## src/rtl/sequence_generator.sv

```systemverilog
// sequence_generator: serial pattern transmitter, MSB first, one bit per clk.
// A run sends repeat_cnt+1 frames of the latched pattern, separated by gap idle cycles.
// Optional feature macro: SEQGEN_ABORT_EN adds abort/aborted to cancel a run.
// The repeat-count port is named repeat_cnt because repeat is a reserved word.
module sequence_generator #(
    parameter int   PAT_W    = 4,
    parameter int   CNT_W    = 8,
    parameter logic IDLE_BIT = 1'b0
) (
    input  logic             clk,
    input  logic             reset,
`ifdef SEQGEN_ABORT_EN
    input  logic             abort,
    output logic             aborted,
`endif
    input  logic             start,
    input  logic [PAT_W-1:0] pattern,
    input  logic [CNT_W-1:0] repeat_cnt,
    input  logic [CNT_W-1:0] gap,
    output logic             ready,
    output logic             out,
    output logic             out_valid,
    output logic             frame_start,
    output logic             done
);
    localparam int IDX_W = $clog2(PAT_W);
    localparam logic [IDX_W-1:0] LAST_IDX = IDX_W'(PAT_W - 1);

    typedef enum logic [1:0] {S_IDLE, S_SEND, S_GAP} state_t;

    state_t             state_q, state_d;
    logic [PAT_W-1:0]   shift_q, shift_d;
    logic [PAT_W-1:0]   pat_q, pat_d;
    logic [CNT_W-1:0]   gap_q, gap_d;
    logic [CNT_W-1:0]   frames_q, frames_d;   // frames still to send after the current one
    logic [CNT_W-1:0]   gap_cnt_q, gap_cnt_d;
    logic [IDX_W-1:0]   idx_q, idx_d;
`ifdef SEQGEN_ABORT_EN
    logic               aborted_q, aborted_d;
`endif

    // State register; reset abandons any run in progress without a done pulse
    always_ff @(posedge clk) begin
        if (reset) begin
            state_q   <= S_IDLE;
            shift_q   <= '0;
            pat_q     <= '0;
            gap_q     <= '0;
            frames_q  <= '0;
            gap_cnt_q <= '0;
            idx_q     <= '0;
`ifdef SEQGEN_ABORT_EN
            aborted_q <= 1'b0;
`endif
        end else begin
            state_q   <= state_d;
            shift_q   <= shift_d;
            pat_q     <= pat_d;
            gap_q     <= gap_d;
            frames_q  <= frames_d;
            gap_cnt_q <= gap_cnt_d;
            idx_q     <= idx_d;
`ifdef SEQGEN_ABORT_EN
            aborted_q <= aborted_d;
`endif
        end
    end

    // Next-state: accept in IDLE, shift through frames, count out gaps
    always_comb begin
        state_d   = state_q;
        shift_d   = shift_q;
        pat_d     = pat_q;
        gap_d     = gap_q;
        frames_d  = frames_q;
        gap_cnt_d = gap_cnt_q;
        idx_d     = idx_q;
        case (state_q)
            S_IDLE: begin
                if (start) begin
                    state_d  = S_SEND;
                    shift_d  = pattern;
                    pat_d    = pattern;
                    gap_d    = gap;
                    frames_d = repeat_cnt;
                    idx_d    = LAST_IDX;
                end
            end
            S_SEND: begin
                shift_d = {shift_q[PAT_W-2:0], 1'b0};
                idx_d   = idx_q - IDX_W'(1);
                if (idx_q == '0) begin
                    idx_d = LAST_IDX;
                    if (frames_q == '0) begin
                        state_d = S_IDLE;
                    end else begin
                        // frames_q is nonzero here, so the decrement never wraps
                        frames_d = frames_q - CNT_W'(1);
                        shift_d  = pat_q;
                        if (gap_q != '0) begin
                            state_d   = S_GAP;
                            gap_cnt_d = gap_q;
                        end
                    end
                end
            end
            S_GAP: begin
                if (gap_cnt_q == CNT_W'(1)) state_d = S_SEND;
                else                        gap_cnt_d = gap_cnt_q - CNT_W'(1);
            end
            default: state_d = S_IDLE;
        endcase
`ifdef SEQGEN_ABORT_EN
        aborted_d = 1'b0;
        if (abort && (state_q != S_IDLE)) begin
            state_d   = S_IDLE;
            aborted_d = 1'b1;
        end
`endif
    end

    // Outputs decoded purely from registered state
    always_comb begin
        ready       = (state_q == S_IDLE);
        out_valid   = (state_q == S_SEND);
        out         = out_valid ? shift_q[PAT_W-1] : IDLE_BIT;
        frame_start = out_valid && (idx_q == LAST_IDX);
        done        = out_valid && (idx_q == '0) && (frames_q == '0);
`ifdef SEQGEN_ABORT_EN
        aborted     = aborted_q;
`endif
    end

endmodule

```

## config.mk

```make
export PLATFORM = sky130hd
export DESIGN_NAME = sequence_generator
export DESIGN_NICKNAME = d
export VERILOG_FILES = /design/src/rtl/sequence_generator.sv
export SDC_FILE = /design/constraint.sdc
export NUM_CORES = 1
export LEC_CHECK = 0
export CORE_MARGIN = 3
export CORE_UTILIZATION = 40
export CTS_CLUSTER_SIZE = 20
export DETAILED_ROUTE_END_ITERATION = 12
export HOLD_SLACK_MARGIN = 0.12
export RECOVER_POWER = 25
export SYNTH_ARGS = -nofsm -noshare
export SYNTH_HDL_FRONTEND = slang
export SYNTH_SLANG_ARGS = --single-unit
```

## constraint.sdc

```tcl
create_clock -name clk -period 4.3 [get_ports clk]
set_input_delay 0.645 -clock clk [delete_from_list [all_inputs] [get_ports clk]]
set_output_delay 0.645 -clock clk [all_outputs]
set_load 0.005 [all_outputs]
```

==> flow_summary.yaml, run 1 <==
status:
  status: "complete, no violations"
synth:
  ys_seq_area_frac: 0.372
  synth-main-ff-cell: "dfxtp_1"
  synth_largest_area_cell: "dfxtp_1"
  yosys-top-cells-count: "nand2_1 (48), dfxtp_1 (36), a21oi_1 (27), nor2_1 (17), o22ai_1 (9)"
  synth_top_family_by_area: "simple AND/OR/NAND/NOR gates"
  ys_types: 49
  yosys.cell_count.top_type: "nand2_1"
  synth_compound_area_frac: 0.226
  synthesis.area_sq_um: 1940
  synth-warning-count: 0
  synth_cells: 241
  synthMuxAreaShare: 0.0259
  avgSynthCellArea_sq_um: 8.03
  synthSimpleGateAreaFrac: 0.271
  ys_seq_elements: 36
  synth_edf_count: 0
  synth_xor_area_frac: 0.00452
  ys_top_cells_by_area: "dfxtp_1 (37%), nand2_1 (9.3%), a21oi_1 (7.0%)"
  synth_async_sr_flop_share: 0
  syn_nets: 270
  synthAdderAreaFrac: 0.0388
  synth_top_cell_area_share: 0.372
clocking:
  postCtsSetupBuffers: 0
  clkTransAtPathRegs_ns: 0.07
  cts_resized: 0
  clockBufferDepth: 2
  clock-root-buffer: "clkbuf_8"
  cts_buffers: 5
  clk_latency_ns: 0.28
  h-tree-depth: 2
  cts_tree: "done"
  hold_buffers: 0
  cts.sinks: 36
drt:
  vias: 1749
  wl_per_cell_um: 13.8
  drc_errors: 0
  routed_via_density: 5.53
  first_iter_violations: 77
  firstDrtPassIters: 4
  ant_nets: 0
  wl_um: 4370
global_route:
  grt_pass1_wl_um: 6980
  grt_usage: 0.159
  overflow: 0
  grt_pass1_vias: 1483
  grt_max_degree: 20
  antenna_found_initial: 0
place:
  io_buffers: 27
  dp_hpwl_um: 3180
  gp_congestion: 0.859
  post-place-cells: 309
flow_run:
  max_cap_violations: 0
power_and_ir_drop:
  power.share.clock: 0.241
  swShare: 0.349
  p_int_w: 0.000610
  p_leak_nw: 0.869
  power.switching_w: 0.000326
  combPwrFrac: 0.324
  ir_drop_mv: 0.175
  pwr-share-seq: 0.435
  power_per_cell_area_nw_per_um2: 412
timing:
  fin_tns_setup_ns: 0
  tightest_slew_ns: 0.708
  max-slew-margin-rel: 0.527
  fin_crit_ns: 3.07
  rsz0062_at_grt: "no"
  timing.final.hold_violations: 0
  min_period_over_period: 0.714
  fin_skew_ns: 0.00345
  maxSlewViolCount: 0
  fmax_ghz: 0.326
  setup_viol: 0
finish:
  num-fill-cells: 455
  instances_no_fill: 316
  fin_nets: 293
  area_growth_pct: 17.4
  drive_gt1_frac: 0.0720
  diodes: 0
  final_core_util: 0.504
critical_path:
  cp_data_arrival_time_ns: 2.43
  cp.required_ns: 3.65
  crit_fanout: 19
  worst_setup_path_end_kind: "output pin"
  cp-start-kind: "register"
  crit_type: "reg -> out"
floorplan:
  dieArea_sq_um: 5710
  die_h_um: 75.6
  initial_core_util: 0.430
  core_sq_um: 4500
  rows: 24
  pin_count: 28
  die_x_um: 75.6
worst_hold_path:
  hp-class: "reg -> reg"
## through the flow
step           hold slack (ns)  worst slack, ns  cell area [sq um]  total power (W)
2_1_floorplan            0.436             2.29               1940         0.000644
3_3_place_gp             0.447             1.74               2190         0.000718
3_5_place_dp             0.449             1.74               2190         0.000718
4_1_cts                  0.459             1.43               2270         0.000946
5_1_grt                  0.477             1.07               2270         0.000995
6_report                 0.457             1.23               2270         0.000936
## sequential cells by signal (all words and copies together), names as in the netlist
register	flops
shift_q	4
gap_q	8
idx_q	2
state_q	2
gap_cnt_q	8
pat_q	4
frames_q	8
## layout by cell type (no fill, tap or decap), types with 2 or more instances in the layout
cell type	instances
inv_1	8
a221oi_1	2
o31ai_1	3
nor4b_1	2
o21ai_0	8
and2_1	2
nor2_1	17
nand3_1	4
a31oi_1	5
a211oi_1	2
clkbuf_8	5
o22ai_1	9
a21boi_0	3
nor3b_1	2
nand2_1	48
clkdlybuf4s50_1	26
or2_2	2
nor3_1	6
nand4_1	3
nor4_4	2
dfxtp_1	36
ha_1	6
mux2i_1	5
nand2b_1	5
nor4_1	2
a21oi_1	27
## power by group through the flow
stage,clock network (W),logic (W),registers [W]
6_report,0.000226,0.000303,0.000407
4_1_cts,0.000234,0.000305,0.000406
3_3_place_gp,0,0.000305,0.000414
2_1_floorplan,0,0.000242,0.000402
3_5_place_dp,0,0.000304,0.000414
5_1_grt,0.000245,0.000340,0.000411
## worst max-delay path: stages (launching register included)
cell             delay, ns
dfxtp_1               0.49
nand2b_1              0.36
inv_1                 0.54
and3_1                0.24
clkdlybuf4s50_1       0.50
## cell type report
type / instances / area, sq um / share of cell area
clock buffer: 6 / 72.6 / 0.0319
inverter: 9 / 36.3 / 0.0160
sequential: 36 / 721 / 0.317
timing repair buffer: 28 / 278 / 0.122
tap: 52 / 65.1 / 0.0286
clock inverter: 1 / 5.00 / 0.00220
multi-input combinational: 184 / 1090 / 0.482
## cell families (layout without fill, tap and decap cells)
kind of cell	Yosys count	count (layout)
AND/OR/NAND/NOR	103	103
AO/OA/AOI/OAI	69	69
flip-flops	36	36
buffers and inverters	21	44
adder cells (fa/ha/maj)	6	6
multiplexers	5	5
XOR/XNOR	1	1
## routing by layer
layer  global-route usage  vias to the layer above  share of wire
li1                     -                      906              -
met1                0.218                      783           0.48
met2                0.239                       53           0.45
met3               0.0409                        7          0.058
met4               0.0641                        0          0.014
met5                    0                        -              0
## final timing paths
kind | cells after the start | slack (ns) | end | start
hold reg to reg | 2 | 0.46 | pat_q[3] | pat_q[3]
setup / recovery | 4 | 1.23 | done | state_q[0]
hold / removal | 2 | 0.46 | pat_q[3] | pat_q[3]
setup reg to reg | 6 | 1.97 | gap_cnt_q[7] | state_q[1]
No activity file was read; power rests on OpenSTA's default activity.
==> run 2: changes to the inputs <==
clock period = 2.5 ns   (was 4.3 ns; I/O delays follow)
==> flow_summary.yaml, run 2 (synthesis results as in run 1) <==
status:
  status: "complete, no violations"
finish:
  layout_common_cells: "nand2_1 (48), dfxtp_1 (36), a21oi_1 (27), clkdlybuf4s50_1 (27), nor2_1 (17)"
  drive_gt1_frac: 0.0861
  seq_area_sq_um: 721
  num-fill-cells: 455
  area_growth_pct: 18.7
  multi_input_area_sq_um: 1090
  reg_top3: "frames_q x8, gap_cnt_q x8, gap_q x8"
  fin_nets: 295
  final_cell_area_sq_um: 2300
  final_common_cell: "nand2_1"
  diodes: 0
critical_path:
  startpoint: "frames_q[2]"
  crit_type: "reg -> out"
  cp.required_ns: 2.12
  worstReg2RegStart: "gap_cnt_q[0]"
  cp_data_arrival_time_ns: 1.99
  crit_fanout: 6
  worst_setup_path_end_kind: "output pin"
  worst-r2r-cell-count: 7
  cp-start-kind: "register"
drt:
  firstDrtPassIters: 4
  ant_nets: 0
  vias: 1767
  wl_um: 4350
  first_iter_violations: 65
  routed_via_density: 5.54
  drc_errors: 0
  wl_per_cell_um: 13.6
clocking:
  cts.sinks: 36
  cts_buffers: 5
  postCtsSetupBuffers: 0
  clkTransAtPathRegs_ns: 0.08
  cts_tree: "done"
  clk_latency_ns: 0.29
  hold_buffers: 0
  cts_resized: 0
  clock-root-buffer: "clkbuf_8"
  clockBufferDepth: 2
  h-tree-depth: 2
timing:
  fin_skew_ns: 0.00873
  timing.final.hold_violations: 0
  min_period_over_period: 0.945
  fmax_ghz: 0.423
  fin_tns_setup_ns: 0
  setup_viol: 0
  tightest_slew_ns: 0.457
  max-slew-margin-rel: 0.695
  fin_crit_ns: 2.36
  rsz0062_at_grt: "no"
  maxSlewViolCount: 0
floorplan:
  initial_core_util: 0.430
  die_x_um: 75.6
  core_sq_um: 4500
  dieArea_sq_um: 5710
  pin_count: 28
  rows: 24
  die_h_um: 75.6
worst_hold_path:
  hp-class: "reg -> reg"
  holdCritStartpoint: "pat_q[2]"
  min_path_cells: 2
power_and_ir_drop:
  power_per_cell_area_nw_per_um2: 715
  pwr-share-seq: 0.425
  combPwrFrac: 0.323
  power.share.clock: 0.251
  ir_drop_mv: 0.356
  swShare: 0.352
  p_int_w: 0.00106
  power.total_w: 0.00164
  power.switching_w: 0.000579
  p_leak_nw: 0.877
global_route:
  antenna_found_initial: 0
  grt_pass1_vias: 1619
  overflow: 0
  grt_pass1_wl_um: 7170
  grt_usage: 0.160
  grt_max_degree: 30
place:
  gp_congestion: 0.859
  place_area_sq_um: 2210
  dp_hpwl_um: 3050
  io_buffers: 27
flow_run:
  max_cap_violations: 0
-- run 2: cell count changes in the layout (fill, tap and decap cells not counted) --
| cell | change |
|---|---|
| and2_0 | -1 |
| buf_4 | +2 |
| clkinv_4 | +1 |
| inv_1 | -1 |
| clkinv_2 | -1 |
| clkdlybuf4s50_1 | +1 |
| dlygate4sd3_1 | -1 |
| clkinvlp_4 | +1 |
| inv_2 | +1 |
| and2_1 | +1 |
-- run 2: power by group through the flow --
stage / registers, W / logic (W) / clock network [W]
after floorplan: 0.000692 / 0.000417 / 0
after global placement: 0.000711 / 0.000533 / 0
after detailed placement: 0.000711 / 0.000532 / 0
after CTS: 0.000698 / 0.000535 / 0.000427
after global routing: 0.000711 / 0.000594 / 0.000451
final: 0.000699 / 0.000531 / 0.000413
-- run 2: stage by stage --
stage	utilization	cells	hold WS, ns	setup WS [ns]
4_1_cts	0.510	319	0.460	0.126
2_1_floorplan	-	241	0.436	0.738
5_1_grt	0.510	319	0.482	0.0125
6_report	0.510	319	0.459	0.136
3_3_place_gp	0.491	311	0.447	0.444
3_5_place_dp	0.491	311	0.449	0.452
-- run 2: final timing paths --
path                   to  slack [ns]
max                  done        0.14
min              pat_q[2]        0.46
max reg2reg  gap_cnt_q[7]        0.48
min reg2reg      pat_q[2]        0.46
-- run 2: final cells by class --
| cell class | count | area share |
|---|---|---|
| Multi-Input combinational cell | 184 | 0.476 |
| Sequential cell | 36 | 0.314 |
| Timing Repair Buffer | 30 | 0.127 |
| Clock buffer | 6 | 0.0316 |
| Tap cell | 52 | 0.0283 |
| Inverter | 9 | 0.0158 |
| Clock inverter | 2 | 0.00708 |
-- run 2: worst max-delay path: stages (launching register included) --
cell and delay (ns):
dfxtp_1 0.38, nor4_4 0.42, and3_2 0.25, and3_1 0.16, clkdlybuf4s50_1 0.50
-- run 2: per-layer routing --
metal | global-route usage | up-vias | part of all wire
met1 | 0.214 | 799 | 0.47
met2 | 0.247 | 47 | 0.46
met5 | 0 | - | 0
met4 | 0.0641 | 0 | 0.016
met3 | 0.0422 | 8 | 0.048
li1 | - | 913 | -
==> run 3: changes to the inputs <==
SETUP_SLACK_MARGIN = 0.15   (was default)
==> flow_summary.yaml, run 3 (synthesis results as in run 1) <==
global_route:
  grt_max_degree: 30
  grt_pass1_vias: 1609
  antenna_found_initial: 0
  grt_pass1_wl_um: 7150
  overflow: 0
  grt_usage: 0.160
place:
  gp_congestion: 0.859
  dp_hpwl_um: 3050
  io_buffers: 27
critical_path:
  cp-start-kind: "register"
  slowest_delay_ns: 0.50
  cp.required_ns: 2.12
  cp_data_arrival_time_ns: 1.85
  path_cells: "nor4_4 > and3_2 > and3_1 > clkdlybuf4s50_1"
  crit_type: "reg -> out"
  worst_setup_path_end_kind: "output pin"
  ff2ff_setup_slack_ns: 0.48
  worstReg2RegStart: "gap_cnt_q[0]"
  cp_slowest_cell: "clkdlybuf4s50_1"
  crit_fanout: 3
  reg2reg_to: "gap_cnt_q[7]"
  worst-r2r-cell-count: 7
floorplan:
  dieArea_sq_um: 5710
  die_h_um: 75.6
  pin_count: 28
  core_sq_um: 4500
  die_x_um: 75.6
  initial_core_util: 0.430
  rows: 24
finish:
  final_common_cell: "nand2_1"
  layout_common_cells: "nand2_1 (48), dfxtp_1 (35), a21oi_1 (27), clkdlybuf4s50_1 (26), nor2_1 (17)"
  diodes: 0
  reg_top3: "frames_q x8, gap_cnt_q x8, gap_q x8"
  area_growth_pct: 19.8
  drive_gt1_frac: 0.100
  num-fill-cells: 455
  fin_nets: 297
worst_hold_path:
  hp-class: "reg -> reg"
  hold_path_end: "pat_q[2]"
  min_path_cells: 2
  holdCritStartpoint: "pat_q[2]"
timing:
  rsz0062_at_grt: "no"
  min_period_over_period: 0.891
  max-slew-margin-rel: 0.698
  fin_skew_ns: 0.00943
  timing.final.hold_violations: 0
  setup_viol: 0
  fin_tns_setup_ns: 0
  fin_crit_ns: 2.23
  maxSlewViolCount: 0
  fmax_ghz: 0.449
  tightest_slew_ns: 0.452
power_and_ir_drop:
  p_leak_nw: 0.885
  power_per_cell_area_nw_per_um2: 717
  power.total_w: 0.00166
  ir_drop_mv: 0.356
clocking:
  h-tree-depth: 2
  clock-root-buffer: "clkbuf_8"
  clockBufferDepth: 2
  clkTransAtPathRegs_ns: 0.08
  cts_buffers: 5
  clk_latency_ns: 0.29
  cts_tree: "done"
  cts.sinks: 36
  hold_buffers: 0
drt:
  drc_errors: 0
  first_iter_violations: 78
  vias: 1761
  routed_via_density: 5.49
  wl_per_cell_um: 13.6
  firstDrtPassIters: 4
  ant_nets: 0
  wl_um: 4370
flow_run:
  max_cap_violations: 0
status:
  status: "complete, no violations"
-- run 3: cell type report --
type	instances	area, sq um	share of cell area
clock inverters	2	16.3	0.00702
repair buffers	32	308	0.133
flip-flops and latches	36	722	0.311
clock buffers	6	72.6	0.0313
inverters	9	37.5	0.0162
multi-input cells	184	1100	0.473
well taps	52	65.1	0.0281
-- run 3: worst max-delay path by stage --
stage	startpoint	to	slack [ns]	depth (start not counted)
floorplan	gap_cnt_q[0]	gap_cnt_q[7]	0.74	8
global placement	frames_q[2]	done	0.44	4
detailed placement	frames_q[2]	done	0.45	4
CTS	frames_q[5]	done	0.16	4
global route	state_q[1]	out	0.16	4
finish	frames_q[4]	done	0.27	4
-- run 3: repair_timing --
action,CTS,global route
setup buffers,0,2
hold endpoints to repair,0,0
endpoints found under the setup margin,1,3
gates resized for setup,0,3
pin swaps,1,1
-- run 3: through the flow --
step                utilization  hold slack (ns)  area, sq um  cells  worst slack (ns)
floorplan                     -            0.436         1940    241             0.738
global placement          0.491            0.447         2210    311             0.444
detailed placement        0.491            0.449         2210    311             0.452
CTS                       0.510            0.460         2300    319             0.160
global route              0.515            0.482         2320    321             0.159
finish                    0.515            0.458         2320    321             0.272
-- run 3: worst max-delay path, delay by kind of cell (launching register included) --
kind	cells	cell delay (ns)
AND/OR/NAND/NOR	3	0.73
buffers and inverters	1	0.50
flip-flops	1	0.35
-- run 3: where the power goes --
part	internal (W)	switching (W)	total (W)
logic	0.000246	0.000306	0.000552
registers	0.000636	0.0000630	0.000699
clock network	0.000198	0.000214	0.000412
-- run 3: per-layer routing --
layer	vias up	share of wire	GRT usage
met5	-	0	0
met2	39	0.47	0.251
li1	917	-	-
met1	799	0.46	0.211
met3	6	0.048	0.0422
met4	0	0.014	0.0602
